===== src/rtl/sseg_pkg.sv =====
// Shared constants for the seven-segment display path: active-low segment
// patterns in {g,f,e,d,c,b,a} order, segment bit positions, dead-time counter width.
package sseg_pkg;

    localparam int SEG_A = 0;
    localparam int SEG_B = 1;
    localparam int SEG_C = 2;
    localparam int SEG_D = 3;
    localparam int SEG_E = 4;
    localparam int SEG_F = 5;
    localparam int SEG_G = 6;

    localparam logic [6:0] SEG_0     = 7'b1000000;
    localparam logic [6:0] SEG_1     = 7'b1111001;
    localparam logic [6:0] SEG_2     = 7'b0100100;
    localparam logic [6:0] SEG_3     = 7'b0110000;
    localparam logic [6:0] SEG_4     = 7'b0011001;
    localparam logic [6:0] SEG_5     = 7'b0010010;
    localparam logic [6:0] SEG_6     = 7'b0000010;
    localparam logic [6:0] SEG_7     = 7'b1111000;
    localparam logic [6:0] SEG_8     = 7'b0000000;
    localparam logic [6:0] SEG_9     = 7'b0010000;
    localparam logic [6:0] SEG_DASH  = 7'b0111111;
    localparam logic [6:0] SEG_BLANK = 7'b1111111;

    // Wide enough for the full 0-15 dead-time range.
    localparam int DEAD_W = 4;

endpackage


===== src/rtl/sseg_decoder.sv =====
// Combinational BCD-to-seven-segment decoder, active-low outputs.
// Non-decimal codes (10-15) render as a dash so bad data is visible.
module sseg_decoder
    import sseg_pkg::*;
(
    input  logic [3:0] digit,
    output logic [6:0] seg
);

    always_comb begin
        case (digit)
            4'd0:    seg = SEG_0;
            4'd1:    seg = SEG_1;
            4'd2:    seg = SEG_2;
            4'd3:    seg = SEG_3;
            4'd4:    seg = SEG_4;
            4'd5:    seg = SEG_5;
            4'd6:    seg = SEG_6;
            4'd7:    seg = SEG_7;
            4'd8:    seg = SEG_8;
            4'd9:    seg = SEG_9;
            default: seg = SEG_DASH;
        endcase
    end

endmodule


===== src/rtl/sseg_display_driver.sv =====
// Multiplexed seven-segment driver: snapshots BCD on load, follows the one-cold
// digit ring with anti-ghost blanking. Optional feature: SSEG_LEADING_ZERO_BLANK_EN.
module sseg_display_driver
    import sseg_pkg::*;
#(
    parameter int DIGITS   = 4,
    parameter int DEADTIME = 2
)
(
    input  logic                  clk,
    input  logic                  rst,
    input  logic [DIGITS-1:0]     ring,
    input  logic                  load,
    input  logic [4*DIGITS-1:0]   bcd,
    input  logic [DIGITS-1:0]     dp_in,
    output logic [DIGITS-1:0]     an,
    output logic [6:0]            seg,
    output logic                  dp
);

    localparam int                IDX_W     = (DIGITS > 1) ? $clog2(DIGITS) : 1;
    localparam logic [DEAD_W-1:0] DEAD_INIT = DEAD_W'(DEADTIME);

    logic [4*DIGITS-1:0] digit_q;
    logic [DIGITS-1:0]   dp_q;
    logic [DIGITS-1:0]   ring_q;
    logic [DEAD_W-1:0]   dead_cnt;

    logic                ring_valid;
    logic [IDX_W-1:0]    sel_idx;
    logic [3:0]          sel_digit;
    logic [6:0]          sel_seg_dec;
    logic [6:0]          sel_seg;
    logic                sel_dp;
    int                  zero_cnt;

    // Locate the single zero in ring_q; any other zero count is an invalid pattern.
    always_comb begin
        zero_cnt = 0;
        sel_idx  = '0;
        for (int i = 0; i < DIGITS; i++) begin
            if (!ring_q[i]) begin
                zero_cnt = zero_cnt + 1;
                sel_idx  = IDX_W'(i);
            end
        end
        ring_valid = (zero_cnt == 1);
    end

    assign sel_digit = digit_q[4*int'(sel_idx) +: 4];
    assign sel_dp    = dp_q[sel_idx];

    sseg_decoder u_decoder (
        .digit (sel_digit),
        .seg   (sel_seg_dec)
    );

`ifdef SSEG_LEADING_ZERO_BLANK_EN
    logic [DIGITS-1:0] blank_d;
    logic [DIGITS-1:0] blank_q;
    logic              zero_run;

    // A digit blanks only if it and every more significant digit are zero.
    always_comb begin
        blank_d  = '0;
        zero_run = 1'b1;
        for (int i = DIGITS-1; i > 0; i--) begin
            zero_run   = zero_run & (bcd[4*i +: 4] == 4'd0);
            blank_d[i] = zero_run;
        end
    end

    always_ff @(posedge clk or posedge rst) begin
        if (rst) begin
            blank_q <= '0;
        end else if (load) begin
            blank_q <= blank_d;
        end
    end

    assign sel_seg = blank_q[sel_idx] ? SEG_BLANK : sel_seg_dec;
`else
    assign sel_seg = sel_seg_dec;
`endif

    always_ff @(posedge clk or posedge rst) begin
        if (rst) begin
            digit_q <= '0;
            dp_q    <= '0;
        end else if (load) begin
            digit_q <= bcd;
            dp_q    <= dp_in;
        end
    end

    // Any ring change restarts the dead-time; drive only once it has expired.
    always_ff @(posedge clk or posedge rst) begin
        if (rst) begin
            ring_q   <= '1;
            dead_cnt <= '0;
            an       <= '1;
            seg      <= SEG_BLANK;
            dp       <= 1'b1;
        end else if (ring != ring_q) begin
            ring_q   <= ring;
            dead_cnt <= DEAD_INIT;
            an       <= '1;
            seg      <= SEG_BLANK;
            dp       <= 1'b1;
        end else if (dead_cnt != '0) begin
            dead_cnt <= dead_cnt - 1'b1;
            an       <= '1;
            seg      <= SEG_BLANK;
            dp       <= 1'b1;
        end else if (ring_valid) begin
            an       <= ring_q;
            seg      <= sel_seg;
            dp       <= ~sel_dp;
        end else begin
            an       <= '1;
            seg      <= SEG_BLANK;
            dp       <= 1'b1;
        end
    end

endmodule


===== config.mk =====
export PLATFORM = sky130hd
export DESIGN_NAME = sseg_display_driver
export DESIGN_NICKNAME = d
export VERILOG_FILES = /design/src/rtl/sseg_pkg.sv /design/src/rtl/sseg_decoder.sv /design/src/rtl/sseg_display_driver.sv
export SDC_FILE = /design/constraint.sdc
export NUM_CORES = 1
export LEC_CHECK = 0
export CORE_UTILIZATION = 45
export DETAILED_ROUTE_END_ITERATION = 10
export PLACE_DENSITY = 0.69
export SETUP_SLACK_MARGIN = 0.4
export SYNTH_ARGS = -nofsm -noshare
export SYNTH_HDL_FRONTEND = slang
export SYNTH_SLANG_ARGS = --single-unit

===== constraint.sdc =====
create_clock -name clk -period 3.2 [get_ports clk]
set_clock_uncertainty 0.2 [all_clocks]
set_input_delay 0.64 -clock clk [delete_from_list [all_inputs] [get_ports clk]]
set_output_delay 0.64 -clock clk [all_outputs]
set_load 0.01 [all_outputs]

==> reports/results.txt <==
worst path cell trace: inv_1 > ha_1 > or3b_1 > a21oi_1 > o21ai_1 > a211oi_2 > buf_4 > o21ai_0
Multi-input gate area: 896 um^2
GR Overflow Total: 0
clock sinks: 40
register area: 0.00102 mm^2
Tcrit/Tclk final: 0.839
Fin Hold WS: 0.309 ns
CP Class: flip-flop to flip-flop
gr usage total: 0.184
latest clock arrival within the worst-skew pair: 0.28 ns
post-route core utilization: 0.609
synth unique cells: 33
total number of vias: 1,401
post-DR wirelength/cell: 13.8 um
CP max FO: 11
vias in the first global route: 1,422
Port-buffer cells: 38
Buf+Inv Stages, Crit Path: 2
unrepaired setup endpoints after global routing: false
initial DRC count: 57
fin. max-slew vios: 0
commonest non-fill, non-tap cell in the layout: clkdlybuf4s50_1
Routed Antenna Nets: 0
H-tree depth: 2
HP Class: flip-flop to flip-flop
share of layout cells above drive strength 1: 0.259
CTS tree: yes
CTS Buffer Depth: 2
HPWL after detailed placement: 2.76 mm
ANT cells: 0
root buffer cell: clkbuf_8
core box area: 0.00414 mm^2
die span in x: 69.0 um
Syn. warnings: 0
area leader, netlist: dfrtp_1
Slowest cell on crit path: dfstp_2
VDD IR-drop max: 0.000284 V
Power Density: 425 mW/mm^2
max incr delay on CP: 0.67 ns
Crit. End Element: flip-flop
Post-Syn Area: 0.00202 mm^2
fin crit period: 2.69 ns
CP top delay family: flip-flops
CP Data Arrival Time: 2.67 ns
synthesized instance count: 176
I/O pin cnt: 39
Core Rows: 23
Mapped Nets: 213
Post-route DRC: 0
final setup fails: 0
Slew @ Worst Pin: 0.478 ns
largest net degree at the start of global routing: 41
Routed WL: 3.68 mm
maxcap violations: 0
routed vias/inst: 5.27
setup TNS: 0 ns
die height: 69.0 um
Final nets: 252
area delta synth->final: 25.0%
GP Congestion: 0.876
critical path launch point type: flip-flop
CTS buffer count: 5
initial antenna violation count: 0
run status: finished, final reports clean
die area: 0.00476 mm^2
CP required: 3.19 ns
FF-to-FF setup slack: 0.51 ns
main area contributors after synthesis: dfrtp_1, dfstp_2, mux2_2
Final Hold Vio Count: 0
FILL cells: 352
Fmax: 372 MHz
global-route wire length before repair: 6.30 mm
Slew Limit Headroom: 0.681
Yosys reg bits: 40
clock edge transition at the registers on the reported setup and hold paths: 0.07 ns
drt pass-1 iters: 4
top-area cell type share of the netlist area: 0.297
most frequent cells in the layout: clkdlybuf4s50_1, dfrtp_1, mux2_2, dfstp_2
Post-Syn Area per Cell: 11.5 um^2
post-synthesis sequential area ratio: 0.506
Starting Density: 0.487
leak pwr: 0.00107 uW
## state kept, by name, indices dropped and copies added, names as in the netlist
signal and count:
digit_q 16, seg 7, an 4, dead_cnt 4, dp_q 4, ring_q 4, dp 1
## cells by family (layout without fill, tap and decap cells)
| kind of cell | Yosys count | after routing | synth area share |
|---|---|---|---|
| and+or+nand+nor | 42 | 42 | 0.112 |
| DFF | 40 | 40 | 0.506 |
| muxes | 27 | 27 | 0.147 |
| AOI/OAI and AO/OA | 26 | 26 | 0.0886 |
| buffers and inverters | 23 | 63 | 0.0508 |
| adders and majority gates | 10 | 10 | 0.0620 |
| xor gates and xnor gates | 8 | 8 | 0.0347 |
## per-layer routing
layer	vias to the layer above	GRT usage	routed length (um)
met1	685	0.222	1570
met3	8	0.0493	154
met5	-	0	0
met2	38	0.306	1890
met4	0	0.0791	62
li1	670	-	-
## timing repair
item / in CTS / in global routing
resized for setup: 0 / 0
hold buffers: 0 / 0
endpoints found under the setup margin: 0 / 1
buffers inserted: 0 / 2
## metrics by stage
step | total power, uW | std cells | setup WS [ns] | cell area (um^2)
2_1_floorplan | 697 | 176 | 0.832 | 2020
3_3_place_gp | 750 | 256 | 0.750 | 2430
3_5_place_dp | 762 | 256 | 0.547 | 2430
4_1_cts | 1080 | 264 | 0.521 | 2510
5_1_grt | 1140 | 266 | 0.405 | 2520
6_report | 1070 | 266 | 0.515 | 2520
## power breakdown
part	total [uW]	switching (uW)	internal (uW)	leakage [uW]
registers	563	25.2	538	0.000453
logic	196	92.9	103	0.000571
clock network	314	161	153	0.0000422
total	1070	279	794	0.00107
## Yosys cell counts, drive strengths merged
| cell | instances |
|---|---|
| nor2 | 12 |
| a211oi | 2 |
| nand3b | 2 |
| o211ai | 2 |
| dfstp | 16 |
| buf | 4 |
| inv | 12 |
| mux2 | 21 |
| nand2 | 10 |
| o221ai | 1 |
| nor3 | 2 |
| or3b | 2 |
| xnor2 | 8 |
| nand2b | 6 |
| mux2i | 6 |
| ha | 10 |
| a22o | 1 |
| and4 | 2 |
| or3 | 1 |
| a21oi | 9 |
| and3 | 2 |
| dfrtp | 24 |
| nand4 | 1 |
| clkbuf | 7 |
| o21ai | 11 |
| nor2b | 2 |
## worst paths after layout
path / startpoint / end / cells after the start
setup / recovery: ring_q[1] / seg[6] / 8
hold / removal: digit_q[3] / digit_q[3] / 1
setup reg to reg: ring_q[1] / seg[6] / 8
hold reg to reg: digit_q[3] / digit_q[3] / 1
max in group asynchronous: rst / dp / 3
min in group asynchronous: rst / dead_cnt[3] / 3
## final cells by class
type | count | share of cell area
clock buffer | 7 | 0.0302
clock inverter | 1 | 0.00198
inverter | 12 | 0.0178
multi-input combinational | 113 | 0.355
sequential | 40 | 0.405
tap | 50 | 0.0248
timing repair buffer | 43 | 0.166
No activity file was read; power rests on OpenSTA's default activity.
